<file path="src/rtl/lives_manager.sv">
// lives_manager: saturating life counter with post-hit invulnerability window and game-over flag.
// Latency 1 cycle, no combinational input-to-output path; optional heart blink under `LIVES_BLINK_EN`.
module lives_manager #(
  parameter int START_LIVES   = 3,
  parameter int MAX_LIVES     = 3,
  parameter int INVULN_FRAMES = 60,
  parameter int BLINK_FRAMES  = 8
) (
  input  logic       clk,
  input  logic       rst_n,
  input  logic       new_game,
  input  logic       hit,
  input  logic       extra_life,
  input  logic       frame_tick,
  output logic [1:0] lives,
  output logic       invuln,
  output logic       blink,
  output logic       game_over
);

  localparam int CW = $clog2(INVULN_FRAMES + 1);
  localparam logic [1:0]    START_L = 2'(START_LIVES);
  localparam logic [1:0]    MAX_L   = 2'(MAX_LIVES);
  localparam logic [CW-1:0] INV_L   = CW'(INVULN_FRAMES);

  if (START_LIVES < 1 || START_LIVES > MAX_LIVES || MAX_LIVES > 3 ||
      INVULN_FRAMES < 1 || BLINK_FRAMES < 1) begin : g_bad_params
    $error("lives_manager: illegal parameter combination");
  end

  typedef enum logic [1:0] {S_IDLE, S_ALIVE, S_INVULN, S_OVER} state_t;

  state_t        state, state_nxt;
  logic [1:0]    lives_q, lives_nxt;
  logic [CW-1:0] cnt, cnt_nxt;

  always_ff @(posedge clk or negedge rst_n) begin
    if (!rst_n) begin
      state   <= S_IDLE;
      lives_q <= '0;
      cnt     <= '0;
    end else begin
      state   <= state_nxt;
      lives_q <= lives_nxt;
      cnt     <= cnt_nxt;
    end
  end

  always_comb begin
    state_nxt = state;
    lives_nxt = lives_q;
    cnt_nxt   = cnt;
    if (new_game) begin
      state_nxt = S_ALIVE;
      lives_nxt = START_L;
      cnt_nxt   = '0;
    end else begin
      case (state)
        S_ALIVE: begin
          if (hit && extra_life) begin
            // The granted life cancels the lost one, but the window still opens.
            state_nxt = S_INVULN;
            cnt_nxt   = INV_L;
          end else if (hit) begin
            if (lives_q > 2'd1) begin
              lives_nxt = lives_q - 2'd1;
              state_nxt = S_INVULN;
              cnt_nxt   = INV_L;
            end else begin
              lives_nxt = 2'd0;
              state_nxt = S_OVER;
            end
          end else if (extra_life && lives_q < MAX_L) begin
            lives_nxt = lives_q + 2'd1;
          end
        end
        S_INVULN: begin
          if (extra_life && lives_q < MAX_L) begin
            lives_nxt = lives_q + 2'd1;
          end
          if (frame_tick) begin
            if (cnt <= CW'(1)) begin
              cnt_nxt   = '0;
              state_nxt = S_ALIVE;
            end else begin
              cnt_nxt = cnt - CW'(1);
            end
          end
        end
        default: ;
      endcase
    end
  end

  assign lives     = lives_q;
  assign invuln    = (state == S_INVULN);
  assign game_over = (state == S_OVER);

`ifdef LIVES_BLINK_EN
  localparam int BW = $clog2(BLINK_FRAMES + 1);
  localparam logic [BW-1:0] BLINK_LAST = BW'(BLINK_FRAMES - 1);

  logic [BW-1:0] bcnt, bcnt_nxt;
  logic          blink_q, blink_nxt;

  always_ff @(posedge clk or negedge rst_n) begin
    if (!rst_n) begin
      bcnt    <= '0;
      blink_q <= 1'b0;
    end else begin
      bcnt    <= bcnt_nxt;
      blink_q <= blink_nxt;
    end
  end

  always_comb begin
    bcnt_nxt  = bcnt;
    blink_nxt = blink_q;
    if (state_nxt != S_INVULN) begin
      bcnt_nxt  = '0;
      blink_nxt = 1'b0;
    end else if (state != S_INVULN) begin
      // Hearts light up on the very edge that opens the window.
      bcnt_nxt  = '0;
      blink_nxt = 1'b1;
    end else if (frame_tick) begin
      if (bcnt == BLINK_LAST) begin
        bcnt_nxt  = '0;
        blink_nxt = ~blink_q;
      end else begin
        bcnt_nxt = bcnt + BW'(1);
      end
    end
  end

  assign blink = blink_q;
`else
  assign blink = 1'b0;
`endif

endmodule

</file>
<file path="config.mk">
export PLATFORM = sky130hd
export DESIGN_NAME = lives_manager
export DESIGN_NICKNAME = d
export VERILOG_FILES = /design/src/rtl/lives_manager.sv
export SDC_FILE = /design/constraint.sdc
export NUM_CORES = 1
export LEC_CHECK = 0
export BUFFER_PORTS_ARGS = -buffer_cell sky130_fd_sc_hd__buf_2
export CORE_AREA = 10 10 71 58
export CTS_BUF_LIST = sky130_fd_sc_hd__clkbuf_4 sky130_fd_sc_hd__clkbuf_8 sky130_fd_sc_hd__clkbuf_16
export CTS_CLUSTER_SIZE = 10
export DETAILED_ROUTE_END_ITERATION = 16
export DIE_AREA = 0 0 81 68
export GPL_ROUTABILITY_DRIVEN = 0
export SYNTH_ARGS = -nofsm -noshare
export SYNTH_HDL_FRONTEND = slang
export SYNTH_SLANG_ARGS = --single-unit
export TNS_END_PERCENT = 30
</file>
<file path="constraint.sdc">
create_clock -name clk -period 4.3 [get_ports clk]
set_clock_uncertainty 0.15 [all_clocks]
set_input_delay 1.075 -clock clk [delete_from_list [all_inputs] [get_ports clk]]
set_output_delay 1.075 -clock clk [all_outputs]
set_load 0.05 [all_outputs]
</file>
* Yosys cells after proc, flatten, opt, wreduce, memory -nomap -nowiden
Index checks and enable logic that the tools add are counted.
** Storage, ports and cells
- Bits in registers :: 10
- Input port bits :: 6
- Output and inout port bits :: 5
- Word-level logic and storage cells :: 43
** Operators by class
- Add/sub/neg operators :: 3
- Magnitude comparators :: 3
- Equality and inequality tests :: 8
- Mux-type cells :: 20
- Reductions and logical operators :: 6
** Operator list (number)
- 6-bit two-way mux :: 6
- 2-bit two-way mux :: 10
- 6-bit one-hot mux with 2 select lines :: 1
- 4-bit inequality test, second input constant :: 2
- 2-bit one-hot mux with 2 select lines :: 2
- 4-bit AND reduction :: 2
- 6-bit by 1-bit <= comparator with 1-bit output, second input constant :: 1
- 3-bit inequality test, second input constant :: 2
- 6-bit by 1-bit subtractor with 6-bit output, second input constant :: 1
- 2-bit == test, second input constant :: 2
- 3-bit by 2-bit inequality test with 1-bit output, second input constant :: 1
- 3-bit nonzero test :: 1
- 2-bit by 1-bit adder with 2-bit output, second input constant :: 1
- 2-bit by 1-bit == test with 1-bit output, second input constant :: 1
- 2-bit by 1-bit > comparator with 1-bit output, second input constant :: 1
- 1-bit logical AND :: 2
- 2-bit < comparator, second input constant :: 1
- 2-bit AND reduction :: 1
- 2-bit by 1-bit subtractor with 2-bit output, second input constant :: 1
- 1-bit two-way mux :: 1

* Logic depth before layout (Yosys ltp)
Gate-level depths: netlist of run 1.
- Depth after elaboration :: 7
- Mapped depth :: 6
- Mapped depth without buffers :: 6

* Worst setup path after synthesis of run 1
No wires, ideal clock.
- Kind :: reg-to-output
- Start :: register state[1]
- End :: output game_over
- Arrival time :: 1179 ps
- Required time :: 3075 ps
- Path slack :: 1896 ps
- Stages on the path, launching flop included :: 3
- Buffers on the path :: 0
- Cell sequence :: dfrtp_1 > inv_1 > nor2_1
** Between the ends
- Cells in the longest elaborated chain, start to end :: 1
** Ends and longest elaborated chain
- from (decl) :: RTL line 33 : state_t state, state_nxt;
- from (signal assigned) :: RTL line 43 : state <= state_nxt;
- 2-bit == test :: RTL line 97 : assign game_over = (state == S_OVER);
- to (decl) :: RTL line 18 : output logic game_over
No other way between the ends.

* Worst setup path in the final report of run 1
- Start :: register state[0]
- End :: output invuln
** Between the ends
- Cells in the longest elaborated chain, start to end :: 1
** Ends and longest elaborated chain
- 2-bit == test :: RTL line 96 : assign invuln = (state == S_INVULN);
- to (decl) :: RTL line 16 : output logic invuln,
No other way between the ends.

==> results of run 1 <==
==> cell families (layout without fill, tap and decap cells) <==
kind of cell               Yosys count  in the layout  share of synthesized area, %
other                                1              1                         0.472
muxes                                1              1                          1.89
AOI/OAI and AO/OA                   29             29                          29.0
buffers and inverters               12             21                          7.72
DFF                                 10             10                          31.5
adders and majority gates            5              5                          7.87
and+or+nand+nor                     27             27                          21.6
==> critical path, cell delays in order (launching register included) <==
cell,delay [ns]
dfrtp_1,0.44
nand2b_4,0.23
clkinv_4,0.09
buf_2,0.26
==> worst paths after layout <==
path / startpoint / to / slack (ns) / cells after the start
max: state[0]$_DFFE_PN0P_ / invuln / 1.81 / 3
min: cnt[3]$_DFFE_PN0P_ / cnt[3]$_DFFE_PN0P_ / 0.45 / 2
max reg2reg: lives[1]$_DFFE_PN0P_ / cnt[3]$_DFFE_PN0P_ / 2.21 / 6
min reg2reg: cnt[3]$_DFFE_PN0P_ / cnt[3]$_DFFE_PN0P_ / 0.45 / 2
max in group asynchronous: rst_n / cnt[3]$_DFFE_PN0P_ / 3.27 / 1
min in group asynchronous: rst_n / state[0]$_DFFE_PN0P_ / 0.54 / 1
==> layer usage <==
layer  GRT usage, %  routed length, um  vias up
met4           1.29                 13        0
li1               -                  -      339
met3           3.66                123        2
met1           9.16                830      316
met2           10.5                786       13
met5              0                  0        -
==> cell usage in the layout (no fill, tap or decap), types with 2 or more instances in the layout <==
master,count
dfrtp_1,10
buf_2,9
inv_1,8
a21oi_1,6
nand2_1,6
ha_1,5
nor2_1,4
o22ai_1,4
nor2b_1,3
clkbuf_8,3
nand3_1,2
and3_1,2
a2111o_1,2
and2_1,2
a221o_1,2
o21ai_0,2
a2111oi_0,2
a211oi_1,2
==> power groups by stage <==
stage                     combinational (mW)  sequential, mW  clock (mW)
after floorplan                        0.157           0.171           0
after detailed placement               0.225           0.153           0
after global placement                 0.223           0.151           0
after CTS                              0.227           0.152      0.0971
final                                  0.225           0.152      0.0941
after global routing                   0.252           0.158       0.104
==> stage by stage <==
step / utilization [%] / std cells
2_1_floorplan: - / 85
3_3_place_gp: 30.8 / 129
4_1_cts: 32.3 / 132
3_5_place_dp: 30.8 / 129
5_1_grt: 32.3 / 132
6_report: 32.3 / 132
==> registers in the layout, summed over array words and instances (netlist names) <==
register  flops
lives         2
cnt           6
state         2
==> cell type report <==
| class | instances | share of cell area, % |
|---|---|---|
| repair buffers | 9 | 4.97 |
| multi-input cells | 63 | 53.3 |
| clock buffers | 3 | 4.56 |
| well taps | 38 | 5.25 |
| inverters | 9 | 4.28 |
| flip-flops and latches | 10 | 27.6 |
==> impl_metrics.csv, run 1 <==
group,metric,value,unit
outcome,status,"complete, no violations",
setup_path,worstPathMaxFanout,7,
timing,fmax,402,MHz
clocking,cts_htree_levels,1,
route,drtPass1Iterations,4,
timing,finalSetupTns,0,ns
logic_synthesis,yosys.area.top_type,"dfrtp_1",
floorplan,fp.dieH,68,um
power_and_ir_drop,power_frac_comb,47.8,%
layout,stdcell_area,906,um2
layout,layout.nets,107,
logic_synthesis,yosysTopAreaCellShare,31.5,%
logic_synthesis,synthCells,85,
logic_synthesis,yosys_warnings,0,
route,ant_nets,0,
logic_synthesis,synthFlopType,"dfrtp_1",
place,dp_hpwl,1.40,mm
clocking,post_cts_resized,0,
clocking,ctsHoldBuffers,0,
place,place_area,865,um2
power_and_ir_drop,power_frac_clock,19.9,%
power_and_ir_drop,ir_drop,98.9,uV
grt,grt_max_degree,14,
timing,finalCritPeriodShare,57.9,%
floorplan,die_area,5510,um2
logic_synthesis,syn_nets,96,
layout,syn2layout_area_growth,14.0,%
route,first_iter_violations,91,
grt,grt_overflow,0,
timing,final_hold_viol_count,0,
grt,grt_use_total,7.12,%
layout,multi_input_area,483,um2
power_and_ir_drop,p_seq_share,32.3,%
power_and_ir_drop,p_int,0.266,mW
layout,seqCellArea,250,um2
clocking,cts_tree,"yes",
logic_synthesis,synthTopCellsByCount,"dfrtp_1, inv_1, a21oi_1, nand2_1, ha_1",
power_and_ir_drop,p_total,0.472,mW
clocking,clkLatencyLatePin,0.23,ns
clocking,clk_pin_slew,0.04,ns
power_and_ir_drop,power.leakage,0.393,nW
logic_synthesis,yosysUniqueCellTypes,39,
logic_synthesis,synth_edf_count,0,
grt,grt_pass1_vias,622,
logic_synthesis,synth_seq_area_share,31.5,%
layout,drive_gt1_share,22.3,%
route,drt_wl_total,1.75,mm
layout,n_fill_cell,309,
timing,final.setup.worst_slack,1.81,ns
route,drc,0,
logic_synthesis,avgSynthCellArea,9.35,um2
timing,setup_viol,0,
floorplan,ios,11,
clocking,cts_made_buffers,3,
floorplan,start_util,28.3,%
power_and_ir_drop,power.density,521,nW/um2
floorplan,rows,17,
setup_path,crit_path_end_kind,"output port",
timing,drv_slew,0,
run,maxCapViolCount,0,
route,wire_per_inst,13.3,um
clocking,cts_buffer_depth,2,
logic_synthesis,ys_ff_latch,10,
setup_path,crit_arrival,1.26,ns
power_and_ir_drop,switching_share,43.5,%
timing,rsz0062_at_grt,"false",
logic_synthesis,synth_most_common_cell,"dfrtp_1",
timing,hold_ws,0.449,ns
route,vias,670,
place,io_buffers,9,
worst_hold_path,worstHoldPathType,"reg2reg",
clocking,post_cts_buffers,0,
timing,min_period,2.49,ns
floorplan,core_region_area,2810,um2
setup_path,startpoint_type,"flip-flop",
clocking,clock_sinks,10,
logic_synthesis,synthArstFlopShare,100,%
clocking,ctsRootBufferMaster,"clkbuf_8",
power_and_ir_drop,switchingPower,0.205,mW
setup_path,required,3.07,ns
grt,grt_pass1_wl,3.06,mm
floorplan,dieWidth,81,um
logic_synthesis,syn-cell-area,795,um2
route,vias_per_cell,5.08,
setup_path,worstSetupPathType,"reg2out",
grt,antenna_found_initial,0,
logic_synthesis,synth_area_leaders,"dfrtp_1, ha_1, a21oi_1",
place,place_ws,1.92,ns
layout,diodes,0,
No activity file was read; power rests on OpenSTA's default activity.
==> inputs of run 2 (changes only) <==
ABC_AREA = 1   (was default)
clock period = 2 ns   (was 4.3 ns; I/O delays follow)
==> impl_metrics.csv, run 2 <==
group,metric,value,unit
outcome,status,"complete, no violations",
power_and_ir_drop,p_seq_share,27.4,%
grt,grt_overflow,0,
layout,diodes,0,
setup_path,crit_path_max_incr_delay,0.43,ns
logic_synthesis,synthArstFlopShare,100,%
setup_path,required,1.35,ns
timing,rsz0062_at_grt,"false",
logic_synthesis,synth_area_leaders,"dfrtp_1, nand2_1, ha_1",
floorplan,dieWidth,81,um
clocking,clkLatencyLatePin,0.24,ns
setup_path,startpoint_type,"flip-flop",
timing,finalCritPeriodShare,93.8,%
layout,regMostFlops,"cnt",
timing,final_hold_viol_count,0,
floorplan,fp.dieH,68,um
layout,largest_reg_flops,6,
logic_synthesis,synth_most_common_cell,"nand2_1",
setup_path,timing.rr.start,"cnt[0]$_DFFE_PN0P_",
clocking,post_cts_buffers,0,
power_and_ir_drop,power.density,1660,nW/um2
timing,drv_slew,0,
worst_hold_path,worstHoldPathType,"reg2reg",
logic_synthesis,synthTopCellsByCount,"nand2_1, inv_1, nor2_1",
grt,antenna_found_initial,0,
setup_path,crit_path_end_kind,"output port",
floorplan,ios,11,
timing,hold_ws,0.402,ns
power_and_ir_drop,p_int,0.758,mW
clocking,cts_tree,"yes",
power_and_ir_drop,ir_drop,473,uV
route,first_iter_violations,67,
place,place_ws,0.363,ns
logic_synthesis,yosys_warnings,0,
floorplan,rows,17,
route,ant_nets,0,
logic_synthesis,synth_seq_area_share,31.3,%
worst_hold_path,min_from,"cnt[5]$_DFFE_PN0P_",
layout,syn2layout_area_growth,18.8,%
clocking,cts_buffer_depth,2,
layout,drive_gt1_share,17.6,%
clocking,cts_htree_levels,1,
place,io_buffers,9,
route,vias_per_cell,4.44,
timing,fmax,533,MHz
logic_synthesis,yosysUniqueCellTypes,23,
clocking,clk_pin_slew,0.05,ns
setup_path,critPathLaunch,"state[0]$_DFFE_PN0P_",
power_and_ir_drop,switchingPower,0.819,mW
logic_synthesis,ys_ff_latch,10,
timing,final.setup.worst_slack,0.125,ns
setup_path,crit_chain,"inv_2, nand2_4, inv_4, buf_2",
place,dp_hpwl,1.42,mm
logic_synthesis,syn_nets,129,
route,drc,0,
route,drtPass1Iterations,4,
floorplan,core_region_area,2810,um2
grt,grt_pass1_wl,3.07,mm
route,wire_per_inst,10.7,um
grt,grt_pass1_vias,706,
logic_synthesis,synthFlopType,"dfrtp_1",
setup_path,cp_slowest_cell,"dfrtp_1",
clocking,clock_sinks,10,
power_and_ir_drop,power_frac_clock,16.5,%
logic_synthesis,yosys.area.top_type,"dfrtp_1",
route,drt_wl_total,1.81,mm
power_and_ir_drop,switching_share,52.0,%
setup_path,worstSetupPathType,"reg2out",
logic_synthesis,synth_edf_count,0,
logic_synthesis,syn-cell-area,798,um2
clocking,ctsRootBufferMaster,"clkbuf_8",
timing,setup_viol,0,
layout,final_cell_mix,"nand2_1, inv_1, nor2_1, nand3_1, dfrtp_1",
logic_synthesis,synthCells,118,
grt,grt_max_degree,11,
timing,min_period,1.88,ns
timing,finalSetupTns,0,ns
setup_path,crit_arrival,1.23,ns
run,maxCapViolCount,0,
grt,grt_use_total,7.10,%
setup_path,worstPathMaxFanout,7,
power_and_ir_drop,power_frac_comb,56.1,%
floorplan,start_util,28.4,%
floorplan,die_area,5510,um2
layout,layout.nets,143,
clocking,cts_made_buffers,3,
logic_synthesis,yosysTopAreaCellShare,31.3,%
layout,layout_commonest_cell,"nand2_1",
power_and_ir_drop,power.leakage,0.544,nW
logic_synthesis,avgSynthCellArea,6.76,um2
clocking,post_cts_resized,0,
route,vias,750,
## run 2: changes by cell type in the layout (fill, tap and decap cells not counted), moves of 3 or more
cell / previous run / this run
o22ai_1: 4 / 1
nor2_1: 4 / 14
nand3_1: 2 / 10
inv_1: 8 / 14
nand2_1: 6 / 39
o21ai_1: 0 / 3
nor2b_1: 3 / 0
## run 2: area by class of cell
class / instances / area (um2)
fillers: 325 / 1860
multi-input cells: 91 / 478
flip-flops and latches: 10 / 250
inverters: 16 / 62.6
clock buffers: 4 / 55.1
repair buffers: 10 / 55.1
well taps: 38 / 47.5
## run 2: critical path, delay by kind of cell (launching register included)
kind                   cells  cell delay, ns
and+or+nand+nor            1            0.07
DFF                        1            0.43
buffers and inverters      3            0.47
## run 2: worst paths after layout
| kind | slack [ns] | cells past startpoint | end |
|---|---|---|---|
| setup reg to reg | 0.32 | 9 | state[1]$_DFFE_PN0P_ |
| hold reg to reg | 0.40 | 2 | cnt[5]$_DFFE_PN0P_ |
| setup / recovery | 0.12 | 4 | invuln |
| hold / removal | 0.40 | 2 | cnt[5]$_DFFE_PN0P_ |
| max in group asynchronous | 1.00 | 2 | state[0]$_DFFE_PN0P_ |
| min in group asynchronous | 0.50 | 2 | lives[1]$_DFFE_PN0P_ |
## run 2: kinds of logic (layout without fill, tap and decap cells)
logic type,Yosys count,count (layout),share of synthesized area [%]
DFF,10,10,31.3
AOI/OAI and AO/OA,13,13,9.09
adders and majority gates,5,5,7.84
buffers and inverters,17,30,8.78
other,1,1,0.470
and+or+nand+nor,72,72,42.5
## run 2: through the flow
stage                     instances  util (%)  power (mW)  area [um2]
final                           169      33.8        1.58         948
after global routing            169      33.8        1.73         948
after CTS                       169      33.8        1.58         948
after detailed placement        164      31.5        1.31         883
after global placement          164      31.5        1.29         883
after floorplan                 118         -        1.12         798
## run 2: repair_timing
item                                    in CTS  in global routing
endpoints found under the setup margin       0                  0
hold endpoints to repair                    10                  0
hold buffers                                 1                  0
## run 2: metal layers
| layer | track usage, % | vias up | wire length [um] |
|---|---|---|---|
| li1 | - | 392 | - |
| met1 | 8.50 | 336 | 882 |
| met2 | 11.1 | 18 | 790 |
| met3 | 3.53 | 4 | 106 |
| met4 | 1.94 | 0 | 33 |
| met5 | 0 | - | 0 |
## run 2: power by group through the flow
| stage | combinational [mW] | clock (mW) | sequential [mW] |
|---|---|---|---|
| detailed placement | 0.879 | 0 | 0.428 |
| global route | 1.01 | 0.273 | 0.452 |
| finish | 0.885 | 0.260 | 0.431 |
| CTS | 0.883 | 0.266 | 0.427 |
| global placement | 0.859 | 0 | 0.426 |
| floorplan | 0.658 | 0 | 0.458 |
